[src/rtl/cache_pkg.sv]
// cache_pkg: shared definitions for the data_cache block.
//   state_t           - controller FSM encoding (IDLE, MEM_RD, MEM_WR, RESP)
//   DEF_SETS          - default number of direct-mapped lines
//   index_w / tag_w   - address field widths derived from the line count
//   DW_*              - DataWidth access-width codes
package cache_pkg;

  typedef enum logic [1:0] {
    IDLE   = 2'd0,
    MEM_RD = 2'd1,
    MEM_WR = 2'd2,
    RESP   = 2'd3
  } state_t;

  localparam int DEF_SETS = 8;

  localparam logic [2:0] DW_WORD  = 3'b000;
  localparam logic [2:0] DW_HALF  = 3'b001;
  localparam logic [2:0] DW_BYTE  = 3'b010;
  localparam logic [2:0] DW_HALFU = 3'b101;
  localparam logic [2:0] DW_BYTEU = 3'b110;

  // One 32-bit word per line, so the index sits directly above the byte offset.
  function automatic int index_w(input int sets);
    return $clog2(sets);
  endfunction

  function automatic int tag_w(input int sets);
    return 30 - $clog2(sets);
  endfunction

endpackage

[src/rtl/cache_store.sv]
// cache_store: tag/valid/data arrays for the direct-mapped data cache.
//   clk, rst                     - clock, asynchronous active-low reset (valid bits only)
//   rd_index -> rd_valid/tag/data - combinational read port
//   wr_en, wr_index/tag/data     - write port; writing a line also sets its valid bit
//   inv_en, inv_index            - clears one valid bit
module cache_store
  import cache_pkg::*;
#(
  parameter int SETS = DEF_SETS,
  parameter int IW   = index_w(SETS),
  parameter int TW   = tag_w(SETS)
) (
  input  logic          clk,
  input  logic          rst,
  input  logic [IW-1:0] rd_index,
  output logic          rd_valid,
  output logic [TW-1:0] rd_tag,
  output logic [31:0]   rd_data,
  input  logic          wr_en,
  input  logic [IW-1:0] wr_index,
  input  logic [TW-1:0] wr_tag,
  input  logic [31:0]   wr_data,
  input  logic          inv_en,
  input  logic [IW-1:0] inv_index
);

  logic [SETS-1:0] valid_q;
  logic [TW-1:0]   tag_q  [SETS];
  logic [31:0]     data_q [SETS];

  assign rd_valid = valid_q[rd_index];
  assign rd_tag   = tag_q[rd_index];
  assign rd_data  = data_q[rd_index];

  always_ff @(posedge clk or negedge rst) begin
    if (!rst) begin
      valid_q <= '0;
    end else begin
      if (wr_en)  valid_q[wr_index]  <= 1'b1;
      if (inv_en) valid_q[inv_index] <= 1'b0;
    end
  end

  // Tag and data contents are meaningless until valid is set, so no reset.
  always_ff @(posedge clk) begin
    if (wr_en) begin
      tag_q[wr_index]  <= wr_tag;
      data_q[wr_index] <= wr_data;
    end
  end

endmodule

[src/rtl/data_cache.sv]
// data_cache: direct-mapped, write-through, no-write-allocate data cache.
//   clk, rst            - clock, asynchronous active-low reset
//   cacheEn             - access may use / fill the cache
//   MemRead, MemWrite   - load / store request (both high = store)
//   DataWidth, A, WD    - access width code, byte address, store data
//   RD, Stall           - load data; core holds request while Stall is high
//   mem_*               - backing memory port
//   dbg_state           - current controller state (state_t encoding)
//
// Memory handshake: mem_req is the valid; while it is high, mem_we, mem_addr,
// mem_wdata and mem_width are stable. The transfer completes in the cycle
// mem_ready is high while mem_req is high; mem_ready is ignored otherwise.
module data_cache
  import cache_pkg::*;
#(
  parameter int SETS = DEF_SETS
) (
  input  logic        clk,
  input  logic        rst,
  input  logic        cacheEn,
  input  logic        MemRead,
  input  logic        MemWrite,
  input  logic [2:0]  DataWidth,
  input  logic [31:0] A,
  input  logic [31:0] WD,
  output logic [31:0] RD,
  output logic        Stall,
  output logic        mem_req,
  output logic        mem_we,
  output logic [31:0] mem_addr,
  output logic [31:0] mem_wdata,
  output logic [2:0]  mem_width,
  input  logic [31:0] mem_rdata,
  input  logic        mem_ready,
  output logic [1:0]  dbg_state
);

  localparam int IW = index_w(SETS);
  localparam int TW = tag_w(SETS);

  state_t        state;
  logic [31:0]   resp_q;

  logic [IW-1:0] idx;
  logic [TW-1:0] tag;
  logic          line_valid;
  logic [TW-1:0] line_tag;
  logic [31:0]   line_data;
  logic          match;
  logic          hit;
  logic          is_wr;
  logic          is_rd;
  logic          fill_en;
  logic          upd_en;
  logic          inv_en;

  assign idx   = A[IW+1:2];
  assign tag   = A[31:IW+2];
  assign is_wr = MemWrite;
  assign is_rd = MemRead & ~MemWrite;

  // match ignores cacheEn so an uncached store can still find a stale line.
  assign match = line_valid & (line_tag == tag);
  assign hit   = cacheEn & match;

  assign fill_en = (state == MEM_RD) & mem_ready & cacheEn;
  assign upd_en  = (state == MEM_WR) & mem_ready & hit;
  // Sub-word (uncached) store: the cached word no longer matches memory.
  assign inv_en  = (state == MEM_WR) & mem_ready & ~cacheEn & match;

  cache_store #(.SETS(SETS), .IW(IW), .TW(TW)) u_store (
    .clk       (clk),
    .rst       (rst),
    .rd_index  (idx),
    .rd_valid  (line_valid),
    .rd_tag    (line_tag),
    .rd_data   (line_data),
    .wr_en     (fill_en | upd_en),
    .wr_index  (idx),
    .wr_tag    (tag),
    .wr_data   (fill_en ? mem_rdata : WD),
    .inv_en    (inv_en),
    .inv_index (idx)
  );

  always_ff @(posedge clk or negedge rst) begin
    if (!rst) begin
      state  <= IDLE;
      resp_q <= '0;
    end else begin
      case (state)
        IDLE: begin
          if (is_wr)               state <= MEM_WR;
          else if (is_rd && !hit)  state <= MEM_RD;
        end
        MEM_RD: begin
          if (mem_ready) begin
            resp_q <= mem_rdata;
            state  <= RESP;
          end
        end
        MEM_WR: begin
          if (mem_ready) begin
            resp_q <= '0;
            state  <= RESP;
          end
        end
        default: state <= IDLE;
      endcase
    end
  end

  // Request fields pass straight through: the core holds them while stalled.
  assign mem_req   = (state == MEM_RD) | (state == MEM_WR);
  assign mem_we    = (state == MEM_WR);
  assign mem_addr  = A;
  assign mem_wdata = WD;
  assign mem_width = DataWidth;
  assign dbg_state = state;

  always_comb begin
    Stall = 1'b0;
    RD    = '0;
    case (state)
      IDLE: begin
        Stall = is_wr | (is_rd & ~hit);
        if (is_rd && hit) RD = line_data;
      end
      MEM_RD, MEM_WR: Stall = 1'b1;
      default: begin
        if (MemRead || MemWrite) RD = resp_q;
      end
    endcase
  end

endmodule

[config.mk]
export PLATFORM = sky130hd
export DESIGN_NAME = data_cache
export DESIGN_NICKNAME = d
export VERILOG_FILES = /design/src/rtl/cache_pkg.sv /design/src/rtl/cache_store.sv /design/src/rtl/data_cache.sv
export SDC_FILE = /design/constraint.sdc
export NUM_CORES = 1
export LEC_CHECK = 0
export ABC_AREA = 1
export CORE_AREA = 5 5 243 245
export CTS_CLUSTER_DIAMETER = 40
export DETAILED_ROUTE_END_ITERATION = 8
export DIE_AREA = 0 0 248 250
export SYNTH_ARGS = -nofsm -noshare
export SYNTH_HDL_FRONTEND = slang
export SYNTH_SLANG_ARGS = --single-unit
[constraint.sdc]
create_clock -name clk -period 6.05 [get_ports clk]
set_input_delay 1.815 -clock clk [delete_from_list [all_inputs] [get_ports clk]]
set_output_delay 1.815 -clock clk [all_outputs]
set_load 0.01 [all_outputs]
# == After elaboration in Yosys (flattened, before gate mapping) ==
# Memories as Yosys holds them, arrays and structs flattened.
# Index checks and enable logic that the tools add are counted.
# op_classes
n_mul,0
shifts,0
div,0
n_lt_le_gt_ge,2
mux,20
eq_ne,7
n_addsub,0
reduce_logical,10
bitwise,19
# ops
op,n
$mux W32,5
$pmux W32 S2,2
$eq A27 B27 Y1,1
$mux W8,2
$and A1 B1 Y1,10
$and A8 B8 Y8,1
$not A8 Y8,1
$or A8 B8 Y8,1
$mux W2,3
$lt A3 B4 Y1 const B,1
$mux W1,4
$ne A2 B1 Y1 const B,2
$pmux W2 S2,1
$bmux W1 S3,1
$demux W1 S3,1
$ge A3 B1 Y1 const B,1
$logic_and A1 B1 Y1,3
$ne A3 B3 Y1 const B,1
$not A1 Y1,3
$or A1 B1 Y1,3
$reduce_and A3 Y1,1
$eq A2 B1 Y1 const B,1
$eq A2 B2 Y1 const B,1
$logic_not A2 Y1,1
other kinds (7),7
# word_totals
latchBits,0
rom_bits,0
regBits,42
mem_bits_rw,472
mem_count,2
output_inout_bits,104
# memory_table
memory,depth,width,rd,rd_ports_with_merged_regs,write_ports,line,source
u_store.data_q,8,32,1,0,1,cache_store.sv:29,logic [31:0] data_q [SETS];
u_store.tag_q,8,27,1,0,1,cache_store.sv:28,logic [TW-1:0] tag_q [SETS];

# == Logic depth before layout (Yosys ltp) ==
# Gate-level depths: netlist (run 1).
# depth
depth_word,9
depth_mapped,20

# == Cells and area by module ==
# From an unflattened synthesis (run 1), not the netlist that was laid out.
# hier_totals
cells_unflattened,2646
hier_area_um2,24561.1
# modules_own_cells
mod,n_inst,cells_each,area_each_um2
cache_store,1,2122,21020.2
data_cache,1,524,3540.9

# == Worst setup path before layout (run 1) ==
# No wires, ideal clock.
# synth_timing
path_kind,input-to-output
from,input port A[4]
to,output port RD[0]
path_stages,19
arrival_ps,3646
slack_ps,589
required_time_ps,4235
path_cell_list,buf_4 inv_2 nor2_4 buf_2 nand3_1 nand2_1 nor2_1 nand2_1 nand2_1 nor2_1 nand2_1 nor2_1 nand2_1 nor2_2 nand3_1 nor2_4 buf_4 nand3_1 nand2_1
# synth_between
elab_chain_len,7
# synth_lines
element,line,source
start: declaration,data_cache.sv:24,"input logic [31:0] A,"
$mem_v2 Z8 W27 / $bmux W1 S3 (equally long branches),--,
$eq A27 B27 Y1 / $mux W1 (equally long branches),"data_cache.sv:63, cache_store.sv:31",
$and A1 B1 Y1,data_cache.sv:63,assign match = line_valid & (line_tag == tag);
$and A1 B1 Y1,data_cache.sv:64,assign hit = cacheEn & match;
$logic_and A1 B1 Y1,data_cache.sv:127,if (is_rd && hit) RD = line_data;
$mux W32 (*),data_cache.sv:127,
$pmux W32 S2 (*),data_cache.sv:124,case (state)
end: declaration,data_cache.sv:26,"output logic [31:0] RD,"
# Every way passes the cells marked *; elsewhere a longest branch is shown, timed or not. The select of a mux whose other input is x is not followed.

# == Worst setup path after layout (run 1) ==
# layout_timing
from,input port A[4]
to,output port RD[19]
# The elaborated chain is that of the path after synthesis.

==> metrics.md, run 1 <==
| Metric | Value |
|---|---|
| Outcome | `finished with violations` |
| Violated checks | `setup timing` |
| FMAX | `165 MHz` |
| Max Cap Viol | `0` |
| Core area | `56,900 µm²` |
| Worst Path Required | `between 4 and 5 ns` |
| Most common cell in the synthesized netlist | `edfxtp_1` |
| CP endpoint kind | `output pin` |
| Total CTS buffers | `79` |
| Syn nets | `2,143` |
| Number of flops mapped to enable cells by yosys | `about 470` |
| Full die area | `62,000 µm²` |
| Via Count | `approximately 16,000` |
| TritonCTS clock tree | `done` |
| Worst Setup EP | `RD[19]` |
| Synth area leaders | `edfxtp_1 63%, nand2_1 7.6%, inv_1 4.8%, dfrtp_1 4.7%, nand3_1 3.7%` |
| # rows | `88` |
| CTS Root Cell | `clkbuf_16` |
| Worst R2R Path Depth | `17` |
| Drt total wl | `approximately 63 mm` |
| Distinct cells, synth | `32` |
| Min Clock Period, post-route | `6.08 ns` |
| Final cell count without fillers | `3,211` |
| First-pass GRT wire length | `approximately 94 mm` |
| Mapped Avg Cell Area | `11.0 µm²` |
| Setup TNS | `-0.0830 ns` |
| Clk sinks | `between 500 and 600` |
| Hold_sp | `u_store.valid_q[0]` |
| Later-pin clock latency in the skew report | `approximately 0.6 ns` |
| Syn. warnings | `0` |
| Worst Hold Class | `reg -> reg` |
| Asr flop ratio synth | `around 8.2%` |
| GRT overflow | `0` |
| Initial Utilization | `around two fifths` |
| Placed cell areas | `~26,000 µm²` |
| Worst VDD drop | `0.000228 V` |
| GRT Total Usage | `19.8%` |
| Die H | `250 µm` |
| Setup crit start | `A[4]` |
| Setup-failing EPs final | `6` |
| Final Hold Fails | `0` |
| IO buf count | `between 150 and 200` |
| Inserted Diodes | `0` |
| Die Width | `between 200 and 250 µm` |
| ANT nets after route | `0` |
| Area grow syn2layout | `34.7%` |
| CP arrival | `roughly 4.3 ns` |
| Prevailing post-synth register cell | `edfxtp_1` |
| Fill cells | `4,869` |
| Final setup margin | `-0.0262 ns` |
| CP Class | `in -> out` |
| Critical path buffer and inverter count | `6` |
| Vias per Instance | `4.99` |
| CTS clock-pin slew for the worst setup and hold paths | `about 0.050 ns` |
| RSZ-0062 raised after global routing | `true` |
| H-Tree Depth | `3` |
| Worst path slowest cell | `nor2_8` |
| Reg2reg end | `u_store.tag_q[7][22]` |
| Max Slew Vio Count | `0` |
| Post-Syn Instances | `2,034` |
| Worst slew pin tran | `0.741 ns` |
| Cells along the critical path | `buf_12, buf_6, nor2_8, nand3_2, nand2_2, buf_4, nor2_1, nand2_1, nand2_2, nor2_2, nand2_1, nor2_1, nand2_2, nor2_4, nand3_2, nor2_4, buf_6, buf_12, nand3_2, nand2_1, buf_2` |
| Critical R2R Launch | `u_store.tag_q[2][24]` |
| Wirelength per Cell | `19.7 µm` |
| Final Cycle Share | `100%` |
| Antenna violations before repair | `0` |
| Post-synth top area cell | `edfxtp_1` |
| Power Density | `339 nW/µm²` |
| Design area | `about 30,000 µm²` |
| Top-area cell type share of the netlist area | `63.5%` |
| Initial DRC count | `1,385` |
| Leakage | `0.0121 µW` |
| Largest net degree at the start of global routing | `43` |
| CP top delay family | `simple AND/OR/NAND/NOR gates` |
| Ports | `209` |
| Layout cells sized above 1 | `24.7%` |
| Layout Nets | `2,490` |
| Worst Path Max Fanout | `8` |
| Hpwl dp | `between 30 and 40 mm` |
| Post-synth top cells | `472 x edfxtp_1, 454 x nand2_1, 284 x inv_1` |
| Stages on the worst setup path | `21` |
| Startpoint types | `input port` |
| Vias in the first global route | `16,300` |
| Reg2reg setup slack | `2.87 ns` |
| Area of the mapped netlist | `roughly 22,000 µm²` |
| Dpl cells | `around 3,000` |
| Post-route DRC | `0` |
| Drt first pass iters | `7` |
| CP max stage delay | `0.24 ns` |
| Worst slew slack as a fraction of its limit | `50.2%` |
| CTS max path bufs | `3` |
| Clock skew | `0.0253 ns` |
| Gpl congestion | `0.820` |
| Post-synthesis sequential area ratio | `68.2%` |
| Seq cells post-synth | `just over 500` |
-- state kept, by name (all words and copies together), names as in the netlist --
name             flops
u_store.data_q     256
u_store.tag_q      216
resp_q              32
u_store.valid_q      8
dbg_state            2
-- layout make-up --
type / count / area [µm²] / area share, %
Multi-Input combinational cell: 1086 / 5840 / 19.4
Clock buffer: 89 / 2060 / 6.83
Timing Repair Buffer: 411 / 4380 / 14.5
Clock inverter: 57 / 517 / 1.72
Sequential cell: 514 / 15200 / 50.6
Inverter: 289 / 1110 / 3.70
Tap cell: 765 / 957 / 3.18
-- worst min path at each step --
stage,end,slack (ns),cells after the start
CTS,u_store.valid_q[7],0.52,2
global route,u_store.valid_q[0],0.54,2
detailed placement,u_store.valid_q[4],0.52,2
floorplan,u_store.valid_q[5],0.49,2
global placement,u_store.valid_q[3],0.51,2
finish,u_store.valid_q[0],0.53,2
-- power by group --
part | total (µW) | switching (µW) | internal [µW] | leakage (µW)
clock network | 4330 | 1730 | 2600 | 0.00123
registers | 4150 | 68.7 | 4080 | 0.00474
logic | 1720 | 1040 | 680 | 0.00616
-- kinds of logic (layout without fill, tap and decap cells) --
| logic type | after synthesis | count (layout) | share of synthesized area (%) |
|---|---|---|---|
| buf+inv | 437 | 846 | 8.83 |
| flops | 514 | 514 | 68.2 |
| compound gates | 191 | 191 | 5.18 |
| mux | 32 | 32 | 1.61 |
| fa+ha+maj | 4 | 4 | 0.224 |
| simple gates | 856 | 859 | 16.0 |
-- repair_timing --
| action | 4_1_cts | 5_1_grt |
|---|---|---|
| hold buffers | 0 | 0 |
| gates cloned | 7 | 7 |
| buffers inserted | 17 | 14 |
| pin swaps | 49 | 101 |
| resized for setup | 244 | 159 |
| endpoints found under the setup margin | 33 | 33 |
| endpoints found under the hold margin | 0 | 0 |
-- tightest hold or removal path, cell delays in order, from the launching register on --
cell	delay, ns
dfrtp_1	0.35
inv_1	0.07
a21oi_1	0.06
-- through the flow --
stage | total power (µW) | utilization (%) | setup slack (ns) | hold WS (ns)
2_1_floorplan | 5070 | - | 0.589 | 0.494
3_3_place_gp | 5770 | 45.9 | -1.21 | 0.505
3_5_place_dp | 5800 | 45.9 | -1.24 | 0.515
4_1_cts | 10200 | 51.4 | -0.191 | 0.523
5_1_grt | 10600 | 52.8 | -0.179 | 0.536
6_report | 10200 | 52.8 | -0.0262 | 0.525
-- cell usage in the layout (no fill, tap or decap), drive strengths merged, types with 32 or more instances in the layout --
cell           count
nand3            164
o22ai             71
clkbuf            96
buf              243
dfrtp             42
nor2             191
edfxtp           472
clkdlybuf4s50    161
nand2            454
inv              304
mux2              32
o21ai             83
-- layer usage --
metal	global-route usage (%)	share of wire, %	up-vias
met5	0	0	-
met4	5.55	2.4	0
met3	3.83	7.2	101
met2	32.9	49	579
met1	26.5	41	7819
li1	-	-	7532
Note: power is estimated with default switching activity, not from simulation.
==> inputs of run 2 (changes only) <==
--- a/config.mk
+++ b/config.mk
@@ -6,10 +6,12 @@
 export NUM_CORES = 1
 export LEC_CHECK = 0
 export ABC_AREA = 1
-export CORE_AREA = 5 5 243 245
+export CORE_AREA = 5 5 254 256
 export CTS_CLUSTER_DIAMETER = 40
 export DETAILED_ROUTE_END_ITERATION = 8
-export DIE_AREA = 0 0 248 250
+export DIE_AREA = 0 0 259 261
+export GPL_TIMING_DRIVEN = 0
 export SYNTH_ARGS = -nofsm -noshare
 export SYNTH_HDL_FRONTEND = slang
+export SYNTH_HIERARCHICAL = 1
 export SYNTH_SLANG_ARGS = --single-unit
==> metrics.md, run 2 <==
| Metric | Value |
|---|---|
| Outcome | `finished clean` |
| Antenna violations before repair | `0` |
| Final Cycle Share | `99.4%` |
| Total CTS buffers | `74` |
| Later-pin clock latency in the skew report | `0.61 ns` |
| TritonCTS clock tree | `done` |
| GRT overflow | `0` |
| Layout Nets | `3,083` |
| Seq cells post-synth | `514` |
| Min Clock Period, post-route | `6.01 ns` |
| Hpwl dp | `47.4 mm` |
| Final setup margin | `0.0351 ns` |
| Layout cells sized above 1 | `16.9%` |
| Hold depth | `2` |
| Syn nets | `2,755` |
| Via Count | `18,600` |
| Largest regs | `u_store/data_q: 256 flops, u_store/tag_q: 216 flops, resp_q: 32 flops` |
| Top reg by flops | `u_store/data_q` |
| Seq pwr share | `40.6%` |
| H-Tree Depth | `3` |
| Initial DRC count | `1,497` |
| Dpl ws | `-1.76 ns` |
| Max Cap Viol | `0` |
| Top-area cell type share of the netlist area | `57.7%` |
| Pint | `7490 µW` |
| Syn. warnings | `6` |
| Final Hold Fails | `0` |
| Worst slew pin tran | `~1 ns` |
| Most common cell in the synthesized netlist | `nand2_1` |
| Worst VDD drop | `0.000186 V` |
| Clk sinks | `514` |
| ANT nets after route | `0` |
| CTS Root Cell | `clkbuf_16` |
| # rows | `92` |
| Prevailing post-synth register cell | `edfxtp_1` |
| Inserted Diodes | `0` |
| Clock group share of total power | `42.9%` |
| Post-synthesis sequential area ratio | `62.0%` |
| Dpl cells | `about 3,700` |
| Worst Hold Class | `reg -> reg` |
| Most frequent cells in the layout | `878 x nand2_1, 580 x inv_1, 472 x edfxtp_1, 274 x nand3_1, 166 x clkdlybuf4s50_1` |
| Most common cell after layout, fill and taps aside | `nand2_1` |
| CP Class | `in -> out` |
| Core area | `between 60,000 and 70,000 µm²` |
| Vias per Instance | `4.79` |
| Worst Path Required | `4.24 ns` |
| IO buf count | `203` |
| Power Density | `323 nW/µm²` |
| Initial Utilization | `about two fifths` |
| Drt first pass iters | `6` |
| Setup-failing EPs final | `0` |
| Die H | `261 µm` |
| CTS clock-pin slew for the worst setup and hold paths | `0.05 ns` |
| GRT Total Usage | `roughly 21%` |
| Startpoint types | `input port` |
| CP arrival | `around 4.2 ns` |
| Die Width | `259 µm` |
| Placed cell areas | `28,200 µm²` |
| Post-synth top cells | `925 x nand2_1, 584 x inv_1, 472 x edfxtp_1` |
| Worst Path Max Fanout | `10` |
| CP endpoint kind | `output pin` |
| Post-route DRC | `0` |
| Distinct cells, synth | `24` |
| Wirelength per Cell | `18.7 µm` |
| Full die area | `between 60,000 and 70,000 µm²` |
| Clock skew | `approximately 0.033 ns` |
| First-pass GRT wire length | `107 mm` |
| Fill cells | `5,540` |
| Ports | `209` |
| Worst R2R Path Depth | `15` |
| Max Slew Vio Count | `0` |
| Gpl congestion | `slightly above 0.8` |
| Design area | `31,900 µm²` |
| Combinational power share | `~16%` |
| Leakage | `0.0146 µW` |
| Area grow syn2layout | `30.0%` |
| Final cell count without fillers | `3,879` |
| Number of flops mapped to enable cells by yosys | `around 470` |
| FMAX | `166 MHz` |
| Post-synth top area cell | `edfxtp_1` |
| Asr flop ratio synth | `8.17%` |
| CTS max path bufs | `3` |
| Post-Syn Instances | `2,646` |
| Worst slew slack as a fraction of its limit | `34.5%` |
| RSZ-0062 raised after global routing | `true` |
| Sw frac | `between 20% and 30%` |
| Mapped Avg Cell Area | `9.28 µm²` |
| Vias in the first global route | `18,600` |
| Area of the mapped netlist | `24,600 µm²` |
| Largest net degree at the start of global routing | `28` |
| Synth area leaders | `edfxtp_1 58%, nand2_1 14%, inv_1 8.9%, nand3_1 5.9%, dfrtp_1 4.3%` |
| Max FFs per register | `256` |
| Sw Pwr | `2810 µW` |
| Drt total wl | `72.4 mm` |
## run 2: cell types whose count changed after synthesis, sizes merged, moves of 15 or more
cell	previous run	this run
inv	289	586
nand3	164	312
nand2	454	925
buf	108	156
nor4	21	0
clkbuf	40	25
o21ai	83	40
o22ai	71	0
nor2	188	23
## run 2: cell type report
| cell class | instances | area [µm²] | area share, % |
|---|---|---|---|
| clock inverters | 48 | 556 | 1.74 |
| repair buffers | 255 | 2890 | 9.06 |
| plain buffers | 178 | 1550 | 4.85 |
| well taps | 846 | 1060 | 3.32 |
| multi-input cells | 1363 | 6390 | 20.0 |
| flip-flops and latches | 514 | 15200 | 47.7 |
| clock buffers | 87 | 2020 | 6.31 |
| inverters | 588 | 2240 | 7.03 |
## run 2: layer usage
| layer | track usage, % | vias to the layer above | part of all wire [%] |
|---|---|---|---|
| li1 | - | 8850 | - |
| met1 | 25.7 | 8857 | 40 |
| met2 | 36.3 | 738 | 50 |
| met3 | 4.03 | 127 | 7.5 |
| met4 | 6.64 | 0 | 2.7 |
| met5 | 0 | - | 0 |
## run 2: power groups by stage
stage | Clock, µW | Combinational, µW | Sequential (µW)
finish | 4420 | 1690 | 4190
global route | 4650 | 1840 | 4200
floorplan | 0 | 852 | 4240
global placement | 0 | 1560 | 4260
detailed placement | 0 | 1610 | 4250
CTS | 4490 | 1650 | 4180
## run 2: critical path: stages
cell      delay, ns
clkbuf_4       0.19
buf_8          0.18
clkinv_4       0.13
buf_4          0.21
nand2_1        0.09
nand2_2        0.07
xnor2_2        0.19
nand4_1        0.27
nor2_4         0.25
nand3_4        0.15
clkinv_8       0.12
buf_12         0.11
buf_16         0.13
nand3_4        0.08
nand2_2        0.10
buf_6          0.10
## run 2: final timing paths
check / slack (ns) / end / startpoint
worst max-delay path: 0.04 / RD[21] / A[4]
worst min-delay path: 0.54 / resp_q[4] / resp_q[4]
worst max register to register: 2.16 / u_store/tag_q[3][20] / u_store/tag_q[5][21]
worst min register to register: 0.54 / resp_q[4] / resp_q[4]
max in group asynchronous: 4.36 / resp_q[11] / rst
min in group asynchronous: 1.17 / u_store/valid_q[6] / rst
## run 2: cell families (layout without fill, tap and decap cells)
logic type	Yosys count	count (layout)	synth area share, %
XOR/XNOR	7	7	0.250
AO/OA/AOI/OAI	53	53	1.09
flip-flops	514	514	62.0
AND/OR/NAND/NOR	1267	1267	21.4
multiplexers	32	32	1.47
buffers and inverters	769	1156	13.6
adder cells (fa/ha/maj)	4	4	0.204
## run 2: what timing repair did
item | in CTS | in global routing
gates resized for setup | 278 | 134
hold buffers | 0 | 0
cloned | 3 | 8
endpoints found under the setup margin | 351 | 33
pin swaps | 19 | 51
setup buffers | 11 | 11
## run 2: metrics by stage
| stage | setup TNS, ns | hold WS, ns | utilization [%] | total power [µW] |
|---|---|---|---|---|
| after floorplan | -148.80 | 0.491 | - | 5090 |
| after global placement | -2152.11 | 0.515 | 44.4 | 5810 |
| after detailed placement | -370.50 | 0.517 | 45.3 | 5860 |
| after CTS | -1.50 | 0.532 | 50.4 | 10300 |
| after global routing | -1.34 | 0.558 | 51.3 | 10700 |
| final | 0 | 0.535 | 51.3 | 10300 |
==> inputs of run 3 (changes only) <==
--- a/config.mk
+++ b/config.mk
@@ -6,11 +6,10 @@
 export NUM_CORES = 1
 export LEC_CHECK = 0
 export ABC_AREA = 1
-export CORE_AREA = 5 5 254 256
+export CORE_AREA = 2 2 251 253
 export CTS_CLUSTER_DIAMETER = 40
 export DETAILED_ROUTE_END_ITERATION = 8
-export DIE_AREA = 0 0 259 261
-export GPL_TIMING_DRIVEN = 0
+export DIE_AREA = 0 0 253 255
 export SYNTH_ARGS = -nofsm -noshare
 export SYNTH_HDL_FRONTEND = slang
 export SYNTH_HIERARCHICAL = 1
==> metrics.md, run 3 (synthesis results as in run 2) <==
| Metric | Value |
|---|---|
| Outcome | `finished clean` |
| Drt first pass iters | `5` |
| Setup-failing EPs final | `0` |
| Sw Pwr | `2740 µW` |
| Worst slew pin tran | `1.10 ns` |
| Cts hold-fix bufs | `0` |
| Drt total wl | `66.0 mm` |
| Gpl congestion | `0.803` |
| Seq pwr share | `40.0%` |
| GRT overflow | `0` |
| Top reg by flops | `u_store/data_q` |
| Worst path slowest cell | `nand4_1` |
| CP max stage delay | `0.22 ns` |
| Fill cells | `5,575` |
| Antenna violations before repair | `0` |
| Final core utilization | `between 40% and 50%` |
| Die Width | `253 µm` |
| Max Cap Viol | `0` |
| Design area | `between 30,000 and 40,000 µm²` |
| GRT Total Usage | `20.6%` |
| Clock skew | `0.0293 ns` |
| Initial DRC count | `approximately 1,400` |
| Max Slew Vio Count | `0` |
| Area grow syn2layout | `25.6%` |
| Critical path buffer and inverter count | `7` |
| CTS clock-pin slew for the worst setup and hold paths | `0.05 ns` |
| Clock group share of total power | `46.3%` |
| CP Class | `in -> out` |
| CP top delay family | `buffers and inverters` |
| Wirelength per Cell | `17.6 µm` |
| Total CTS buffers | `a little over 80` |
| Full die area | `~65,000 µm²` |
| CTS max path bufs | `3` |
| Leakage | `0.0142 µW` |
| Final Hold Fails | `0` |
| Post-route DRC | `0` |
| Pint | `slightly below 8000 µW` |
| CP endpoint kind | `output pin` |
| # rows | `92` |
| Most used cell, CP | `nand2_1` |
| Later-pin clock latency in the skew report | `0.62 ns` |
| Max FFs per register | `256` |
| Sw frac | `between 20% and 30%` |
| Min Clock Period, post-route | `5.89 ns` |
| Most common cell after layout, fill and taps aside | `nand2_1` |
| CP arrival | `4.07 ns` |
| Final Cycle Share | `around 97%` |
| FMAX | `170 MHz` |
| Most frequent cells in the layout | `923 x nand2_1, 583 x inv_1, 472 x edfxtp_1, 289 x nand3_1, 161 x clkdlybuf4s50_1` |
| Clk sinks | `between 500 and 600` |
| Worst slew slack as a fraction of its limit | `26.4%` |
| First-pass GRT wire length | `~100 mm` |
| Cells along the critical path | `buf_8, buf_12, buf_12, nand2_1, nand3_1, nand2_1, nand2_1, nand2_1, xnor2_1, nand4_1, buf_4, nor2_4, nand3_4, clkinv_8, clkbuf_16, nand3_1, nand2_1, clkbuf_2` |
| Combinational power share | `approximately 14%` |
| Via Count | `~18,000` |
| IO buf count | `198` |
| Largest regs | `u_store/data_q: 256 flops, u_store/tag_q: 216 flops, resp_q: 32 flops` |
| Initial Utilization | `39.5%` |
| Worst VDD drop | `around 0.00026 V` |
| Largest net degree at the start of global routing | `93` |
| RSZ-0062 raised after global routing | `false` |
| Ports | `209` |
| Inserted Diodes | `0` |
| H-Tree Depth | `3` |
| Vias in the first global route | `~18,000` |
| Vias per Instance | `between 4 and 5` |
| Layout cells sized above 1 | `~13%` |
| TritonCTS clock tree | `done` |
| Core area | `62,200 µm²` |
| Worst Hold Class | `reg -> reg` |
| Die H | `255 µm` |
| Hpwl dp | `39.8 mm` |
| CTS Root Cell | `clkbuf_16` |
| Layout Nets | `2,987` |
| Worst Path Max Fanout | `15` |
| Startpoint types | `input port` |
| Placed cell areas | `27,800 µm²` |
| Power Density | `339 nW/µm²` |
| Worst Path Required | `4.24 ns` |
| ANT nets after route | `0` |
| Hold Slack | `0.528 ns` |
==> run 3: through the flow <==
step / TNS, ns / power, µW / worst slack, ns / instances
detailed placement: -10.41 / 5710 / -0.355 / 3582
global placement: -9.49 / 5680 / -0.324 / 3582
global route: 0 / 10900 / 0.00143 / 3746
floorplan: -148.80 / 5090 / -0.422 / 2646
CTS: 0 / 10600 / 0.00112 / 3744
finish: 0 / 10500 / 0.161 / 3746
==> run 3: area by class of cell <==
cell class                      instances  area (µm²)  share of cell area, %
Sequential cell                       514       15200                   49.3
Multi-Input combinational cell       1363        6120                   19.8
Timing Repair Buffer                  329        3400                   11.0
Inverter                              588        2240                   7.26
Clock buffer                           95        2150                   6.98
Tap cell                              799        1000                   3.24
Clock inverter                         58         728                   2.36
==> run 3: per-layer routing <==
metal,track usage (%),wire (µm),share of wire (%)
met3,3.47,4170,6.3
met4,6.68,1580,2.4
met1,26.9,28200,43
met2,35.1,32000,49
met5,0,0,0
==> run 3: worst reg2reg max path: cells and delay by family, from the launching register on <==
family | cells | cell delay [ns]
xor gates and xnor gates | 1 | 0.19
AOI/OAI and AO/OA | 1 | 0.22
buffers and inverters | 4 | 0.77
DFF | 1 | 0.37
and+or+nand+nor | 10 | 1.71
==> run 3: power groups by stage <==
stage | clock network (µW) | logic [µW] | registers (µW)
floorplan | 0 | 852 | 4240
global placement | 0 | 1430 | 4250
detailed placement | 0 | 1450 | 4260
CTS | 4930 | 1460 | 4190
global route | 5090 | 1610 | 4210
finish | 4850 | 1430 | 4190
==> run 3: what timing repair did <==
item / CTS / global route
pin swaps: 3 / 4
hold endpoints to repair: 0 / 0
resized for setup: 65 / 64
setup endpoints to repair: 33 / 33
buffers inserted: 4 / 0
gates cloned: 5 / 2
==> run 3: path summary, 6_finish.rpt <==
| kind | start | endpoint | slack (ns) | cells past startpoint |
|---|---|---|---|---|
| hold reg to reg | u_store/valid_q[7] | u_store/valid_q[7] | 0.53 | 2 |
| max in group asynchronous | rst | u_store/valid_q[2] | 4.27 | 2 |
| setup reg to reg | u_store/tag_q[5][21] | u_store/tag_q[3][2] | 2.45 | 16 |
| setup / recovery | A[2] | RD[30] | 0.16 | 18 |
| min in group asynchronous | rst | resp_q[24] | 1.31 | 2 |
| hold / removal | u_store/valid_q[7] | u_store/valid_q[7] | 0.53 | 2 |
